===== src/rtl/alu_exec_stage.sv =====
// alu_exec_stage -- single-issue ALU execute stage with a valid/ready
// handshake on both sides and one registered result slot.
//
// Ports
//   clk        rising-edge clock
//   reset_n    asynchronous, active-low reset
//   in_valid   upstream presents an operation
//   in_ready   stage accepts an operation this cycle
//   alu_op     4-bit ALU opcode (ADD, SUB, SLL, SLT, SLTU, XOR, SRL, SRA,
//              OR, AND, COPY_B; other codes yield 0)
//   op_a       first operand
//   op_b       second operand; op_b[SHAMT_W-1:0] is the shift amount
//   out_valid  result holds a completed operation
//   out_ready  downstream consumes the result this cycle
//   result     registered result
//   busy       high while a serial shift is in progress
//
// Build option
//   SERIAL_SHIFT_EN  when defined, shifts by s>=1 run one bit per cycle in a
//                    SHIFT state; otherwise a single-cycle barrel shifter is
//                    used, busy is tied low and no SHIFT state exists.
module alu_exec_stage #(
  parameter int DATA_W  = 32,
  parameter int SHAMT_W = 5
) (
  input  logic              clk,
  input  logic              reset_n,
  input  logic              in_valid,
  output logic              in_ready,
  input  logic [3:0]        alu_op,
  input  logic [DATA_W-1:0] op_a,
  input  logic [DATA_W-1:0] op_b,
  output logic              out_valid,
  input  logic              out_ready,
  output logic [DATA_W-1:0] result,
  output logic              busy
);

  localparam logic [3:0] ALU_ADD    = 4'd0;
  localparam logic [3:0] ALU_SUB    = 4'd1;
  localparam logic [3:0] ALU_SLL    = 4'd2;
  localparam logic [3:0] ALU_SLT    = 4'd3;
  localparam logic [3:0] ALU_SLTU   = 4'd4;
  localparam logic [3:0] ALU_XOR    = 4'd5;
  localparam logic [3:0] ALU_SRL    = 4'd6;
  localparam logic [3:0] ALU_SRA    = 4'd7;
  localparam logic [3:0] ALU_OR     = 4'd8;
  localparam logic [3:0] ALU_AND    = 4'd9;
  localparam logic [3:0] ALU_COPY_B = 4'd10;

  // Single-cycle result for every opcode; shifts here are barrel shifts.
  function automatic logic [DATA_W-1:0] alu_compute(
    input logic [3:0]        op,
    input logic [DATA_W-1:0] a,
    input logic [DATA_W-1:0] b
  );
    logic signed [DATA_W-1:0] a_s;
    logic signed [DATA_W-1:0] b_s;
    logic        [SHAMT_W-1:0] shamt;
    logic        [DATA_W-1:0] r;
    a_s   = a;
    b_s   = b;
    shamt = b[SHAMT_W-1:0];
    case (op)
      ALU_ADD:    r = a + b;
      ALU_SUB:    r = a - b;
      ALU_SLL:    r = a << shamt;
      ALU_SLT:    r = {{(DATA_W-1){1'b0}}, (a_s < b_s)};
      ALU_SLTU:   r = {{(DATA_W-1){1'b0}}, (a < b)};
      ALU_XOR:    r = a ^ b;
      ALU_SRL:    r = a >> shamt;
      ALU_SRA:    r = a_s >>> shamt;
      ALU_OR:     r = a | b;
      ALU_AND:    r = a & b;
      ALU_COPY_B: r = b;
      default:    r = '0;
    endcase
    return r;
  endfunction

  logic accept;
  assign accept = in_valid && in_ready;

`ifdef SERIAL_SHIFT_EN

  typedef enum logic {IDLE, SHIFT} state_t;

  state_t              state;
  logic [SHAMT_W-1:0]  shift_cnt;
  logic [DATA_W-1:0]   shift_val;
  logic [DATA_W-1:0]   shift_next;
  logic [3:0]          shift_op;
  logic                is_shift;
  logic [SHAMT_W-1:0]  shamt_in;

  assign shamt_in = op_b[SHAMT_W-1:0];
  assign is_shift = (alu_op == ALU_SLL) || (alu_op == ALU_SRL) || (alu_op == ALU_SRA);
  assign in_ready = (state == IDLE) && (!out_valid || out_ready);

  // One-bit step of the shift in flight.
  always_comb begin
    shift_next = shift_val >> 1;
    if (shift_op == ALU_SLL) begin
      shift_next = shift_val << 1;
    end else if (shift_op == ALU_SRA) begin
      shift_next = {shift_val[DATA_W-1], shift_val[DATA_W-1:1]};
    end
  end

  always_ff @(posedge clk or negedge reset_n) begin
    if (!reset_n) begin
      state     <= IDLE;
      busy      <= 1'b0;
      shift_cnt <= '0;
      shift_val <= '0;
      shift_op  <= '0;
      result    <= '0;
      out_valid <= 1'b0;
    end else if (state == SHIFT) begin
      // out_valid is already low here: entering SHIFT required a free slot.
      shift_val <= shift_next;
      shift_cnt <= shift_cnt - SHAMT_W'(1);
      if (shift_cnt == SHAMT_W'(1)) begin
        result    <= shift_next;
        out_valid <= 1'b1;
        busy      <= 1'b0;
        state     <= IDLE;
      end
    end else begin
      if (out_valid && out_ready) begin
        out_valid <= 1'b0;
      end
      if (accept) begin
        if (is_shift && (shamt_in != '0)) begin
          shift_val <= op_a;
          shift_cnt <= shamt_in;
          shift_op  <= alu_op;
          busy      <= 1'b1;
          state     <= SHIFT;
        end else begin
          // A zero-distance shift falls through here and returns op_a.
          result    <= alu_compute(alu_op, op_a, op_b);
          out_valid <= 1'b1;
        end
      end
    end
  end

`else

  assign in_ready = !out_valid || out_ready;
  assign busy     = 1'b0;

  always_ff @(posedge clk or negedge reset_n) begin
    if (!reset_n) begin
      result    <= '0;
      out_valid <= 1'b0;
    end else begin
      // A new accept on the consuming edge keeps out_valid high.
      if (out_valid && out_ready) begin
        out_valid <= 1'b0;
      end
      if (accept) begin
        result    <= alu_compute(alu_op, op_a, op_b);
        out_valid <= 1'b1;
      end
    end
  end

`endif

endmodule


===== config.mk =====
export PLATFORM = sky130hd
export DESIGN_NAME = alu_exec_stage
export DESIGN_NICKNAME = d
export VERILOG_FILES = /design/src/rtl/alu_exec_stage.sv
export SDC_FILE = /design/constraint.sdc
export NUM_CORES = 1
export LEC_CHECK = 0
export ABC_AREA = 1
export CELL_PAD_IN_SITES_DETAIL_PLACEMENT = 1
export CELL_PAD_IN_SITES_GLOBAL_PLACEMENT = 2
export CORE_MARGIN = 5
export CORE_UTILIZATION = 32
export DETAILED_ROUTE_END_ITERATION = 16
export PLACE_DENSITY_LB_ADDON = 0.05
export SETUP_SLACK_MARGIN = 0.4
export SLEW_MARGIN = 20
export SYNTH_ARGS = -nofsm -noshare
export SYNTH_HDL_FRONTEND = slang
export SYNTH_SLANG_ARGS = --single-unit

===== constraint.sdc =====
create_clock -name clk -period 3.2 [get_ports clk]
set_input_delay 0.64 -clock clk [delete_from_list [all_inputs] [get_ports clk]]
set_output_delay 0.64 -clock clk [all_outputs]
set_load 0.01 [all_outputs]

## Word-level counts from Yosys, hierarchy flattened

Index checks and enable logic that the tools add are counted.

- Bits in registers: 33
- Bits in latches: 0
- Bits in writable memories: 0
- Bits in read-only memories: 0
- Input bits: 72
- Output and inout port bits: 35
- Logic and storage cells: 31
- Memories: 0

- Add/subtract/negate cells: 2
- Multiply operators: 0
- Divide/modulo/power cells: 0
- Magnitude comparators: 2
- Equality and inequality tests: 10
- Shifts and indexed selects: 3
- Mux-type cells: 3
- Bitwise operators: 3
- Reductions and logical operators: 6

Operators by type and width:

| kind | count |
|---|---|
| 32-bit case mux with 11 select lines | 1 |
| 32-bit < comparator | 2 |
| 32-bit adder | 1 |
| 32-bit bitwise AND | 1 |
| 32-bit OR | 1 |
| 32-bit by 5-bit << shifter with 32-bit output | 1 |
| 32-bit by 5-bit >> shifter with 32-bit output | 1 |
| 32-bit by 5-bit >>> shifter with 32-bit output | 1 |
| 32-bit subtractor | 1 |
| 32-bit bitwise XOR | 1 |
| 4-bit by 3-bit equality test with 1-bit output, second input constant | 4 |
| 4-bit equality test, second input constant | 3 |
| 4-bit by 2-bit equality test with 1-bit output, second input constant | 2 |
| 4-bit by 1-bit equality test with 1-bit output, second input constant | 1 |
| 4-bit logical NOT | 1 |
| 1-bit logical AND | 2 |
| 1-bit two-way mux | 2 |
| 2-bit nonzero test | 1 |
| 1-bit logical NOT | 1 |
| 1-bit logical OR | 1 |

## Logic depth before layout (Yosys ltp)

- Word-level depth: 4
- Mapped depth: 21
- Depth with buffers taken out: 18

## Worst setup path after synthesis

No wires, ideal clock.

- Kind: input -> register
- Start: input port op_b[4]
- End: register result[0]
- Library setup time: 117 ps
- Arrival: 2680 ps
- Data required time: 3083 ps
- Setup slack: 403 ps
- Stages on the path: 19
- Buffers on the path: 3
- Cell sequence: buf_2 > inv_1 > clkbuf_1 > ha_1 > buf_2 > nor2_1 > nand2_1 > inv_1 > nand2_1 > nand2_1 > nand2_1 > nand2_1 > nand3_1 > nand2_1 > nor2_1 > nor2_1 > nand2_1 > nand2_1 > nand2_1

- Word-level cells in the longest chain between the ends: 2
- Elaborated cells between the ends (all ways): 6
- Those cells by class: order compare: 2; shift: 3; mux: 1

Ends and longest elaborated chain:

| item | RTL line | text |
|---|---|---|
| from (decl) | 32 | `input logic [DATA_W-1:0] op_b,` |
| 32-bit < comparator (tied with other cells) | 69 | `ALU_SLTU: r = {{(DATA_W-1){1'b0}}, (a < b)};` |
| 32-bit case mux with 11 select lines * | 64 | `case (op)` |
| to (signal assigned) | 164 | `result <= alu_compute(alu_op, op_a, op_b);` |
| to (decl) | 35 | `output logic [DATA_W-1:0] result,` |

Every way passes the cells marked *; elsewhere a longest branch is shown, timed or not.
A chain may end at the register's enable or synchronous reset.

## Final worst setup path

- Start: input port op_b[5]
- End: register result[11]

- Word-level cells in the longest chain between the ends: 2
- Elaborated cells between the ends (all ways): 3
- Those cells by class: add/sub: 2; mux: 1

Ends and longest elaborated chain:

| item | RTL line |
|---|---|
| 32-bit subtractor / 32-bit adder (equally long branches) | 66, 65 |
| 32-bit case mux with 11 select lines * | 64 |

Marked as above.

==> impl_metrics.env <==
export IMPL_outcome="finished clean"
export IMPL_synth_area_um2=11700
export IMPL_layout_commonest_cell="nand2_1"
export IMPL_drtIter0Drc=1431
export IMPL_grt_start_max_net_pins=69
export IMPL_synth_edf_count=0
export IMPL_yosysSeqAreaShare=0.0707
export IMPL_grt_usage=0.359
export IMPL_dr_pass1_iters=5
export IMPL_wl_per_cell_um=23.9
export IMPL_placed_area_um2=15900
export IMPL_drc_errors=0
export IMPL_area_growth_pct=46.5
export IMPL_final_nets=2909
export IMPL_grt_pass1_wl_um=111000
export IMPL_clk_pin_slew_ns=0.06
export IMPL_ant_nets=0
export IMPL_grt_pass1_vias=18200
export IMPL_routed_wl_um=76700
export IMPL_slew_viol_final=0
export IMPL_overflow=0
export IMPL_clockBufferDepth=2
export IMPL_leakage_uw=0.00940
export IMPL_ir_drop_uv=181
export IMPL_n_antenna_cell=0
export IMPL_numCtsBuffers=5
export IMPL_min_path_type="reg -> reg"
export IMPL_synthCells=2328
export IMPL_synth_seq_cells=33
export IMPL_critPathRequiredTime_ns=3.38
export IMPL_setup_viol=0
export IMPL_drv_cap=0
export IMPL_initial_core_util=0.321
export IMPL_core_area_um2=36300
export IMPL_cts_sinks=33
export IMPL_fmax_mhz=366
export IMPL_io_pins=107
export IMPL_fp_row_count=70
export IMPL_max_slew_worst_pin_slew_ns=0.803
export IMPL_grt_setup_unrepaired="yes"
export IMPL_synth_cell_types=41
export IMPL_yosys_warnings=0
export IMPL_placed_cells=3185
export IMPL_tritoncts="yes"
export IMPL_layout_common_cells="nand2_1, nand3_1, buf_4"
export IMPL_fp_dieW_um=201
export IMPL_hold_depth=2
export IMPL_synth_area_per_cell_um2=5.01
export IMPL_finClkSkew_ns=0.00817
export IMPL_whs_ns=0.482
export IMPL_relSlewSlack=0.465
export IMPL_syn_nets=2502
export IMPL_worstPathMaxFanout=8
export IMPL_post_place_ws_ns=-0.350
export IMPL_fin_crit_sh=0.855
export IMPL_final_setup_worst_slack_ns=0.465
export IMPL_h_tree_depth=2
export IMPL_postCtsHoldBufs=0
export IMPL_final_area_um2=17100
export IMPL_final_cells=3203
export IMPL_rr_worst_depth=6
export IMPL_crit_arrival_ns=2.92
export IMPL_hold_viol=0
export IMPL_antenna_found_initial=1
export IMPL_cp_start_kind="input port"
export IMPL_portBuffers=105
export IMPL_dp_hpwl_um=64400
export IMPL_root_buffer="clkbuf_16"
export IMPL_gp_congestion=1.03
export IMPL_num_vias=17700
export IMPL_min_period_ns=2.73
export IMPL_p_per_area_nw_per_um2=241
export IMPL_synth_async_reset_ratio=1.00
export IMPL_critPathCaptureType="flip-flop"
export IMPL_drive_gt1_frac=0.234
export IMPL_avgViaCountPerCell=5.52
export IMPL_die_h_um=201
export IMPL_clock_latency_ns=0.30
export IMPL_die_area_um2=40400
export IMPL_setup_tns_final_ns=0
export IMPL_worst_setup_path_type="in -> reg"
export IMPL_ys_flop_type="dfrtp_1"
## per-layer routing
| metal | global-route usage | part of all wire | up-vias |
|---|---|---|---|
| met5 | 0 | 0.00016 | - |
| met3 | 0.0475 | 0.061 | 169 |
| li1 | - | - | 8287 |
| met4 | 0.156 | 0.054 | 2 |
| met2 | 0.594 | 0.46 | 590 |
| met1 | 0.468 | 0.43 | 8634 |
## cells by family (layout without fill, tap and decap cells)
kind of cell,after synthesis,after routing,share of synthesized area
adders and majority gates,102,102,0.111
xor gates and xnor gates,1,1,0.000750
and+or+nand+nor,1584,1584,0.581
other,1,1,0.000321
buffers and inverters,412,819,0.144
DFF,33,33,0.0707
AOI/OAI and AO/OA,195,195,0.0934
## per-stage QoR
stage                     power [µW]  utilization
final                           4120        0.470
after global routing            4350        0.470
after CTS                       3930        0.451
after detailed placement        3310        0.436
after global placement          3260        0.436
after floorplan                 1810            -
## repair_timing
item                                    in CTS  in global routing
cloned                                       0                  0
resized for setup                          103                199
setup buffers                                5                  6
endpoints found under the setup margin      31                 32
pin swaps                                    8                 29
## critical path, stage by stage
cell and delay, ns:
clkdlybuf4s50_1 0.50, inv_2 0.06, ha_4 0.29, nor2_4 0.24, nand2_2 0.13, nand2_2 0.09
nand2_1 0.05, nand3b_1 0.12, a21oi_1 0.08, o21ai_1 0.10, buf_4 0.18, nand2_1 0.06
o21ai_0 0.17, buf_4 0.16, nand2_1 0.05
## sequential cells by signal (all words and copies together), names as in the netlist
signal,count
result,32
out_valid,1
## where the power goes
part	switching [µW]	leakage, µW	internal [µW]
registers	71.9	0.000431	485
logic	1830	0.00890	1200
clock network	227	0.0000700	307
total	2130	0.00940	1990
## area by class of cell
| class | instances | area (µm²) |
|---|---|---|
| fillers | 5148 | 19200 |
| multi-input cells | 1883 | 10100 |
| repair buffers | 503 | 4310 |
| inverters | 309 | 1160 |
| flip-flops and latches | 33 | 826 |
| well taps | 468 | 586 |
| clock buffers | 7 | 143 |
## final timing paths
| kind | to | slack [ns] | start |
|---|---|---|---|
| worst min-delay path | result[7] | 0.48 | result[7] |
| worst min register to register | result[7] | 0.48 | result[7] |
| max in group asynchronous | result[18] | 1.99 | reset_n |
| min in group asynchronous | out_valid | 0.79 | reset_n |
| worst max-delay path | result[11] | 0.47 | op_b[5] |
| worst max register to register | result[24] | 1.62 | out_valid |
## synth_stat cells (14+ instances only)
cell type / n / area [µm²]
o211ai_1: 14 / 105
dfrtp_1: 33 / 826
clkbuf_1: 18 / 67.6
nand2_1: 816 / 3060
o21ai_0: 55 / 275
nor2_1: 197 / 739
nand3_1: 474 / 2370
o22ai_1: 30 / 188
buf_1: 15 / 56.3
ha_1: 100 / 1250
inv_1: 298 / 1120
nand4_1: 32 / 200
buf_2: 52 / 260
a21oi_1: 68 / 340
nor3_1: 27 / 135
(Power assumes the default switching activity.)
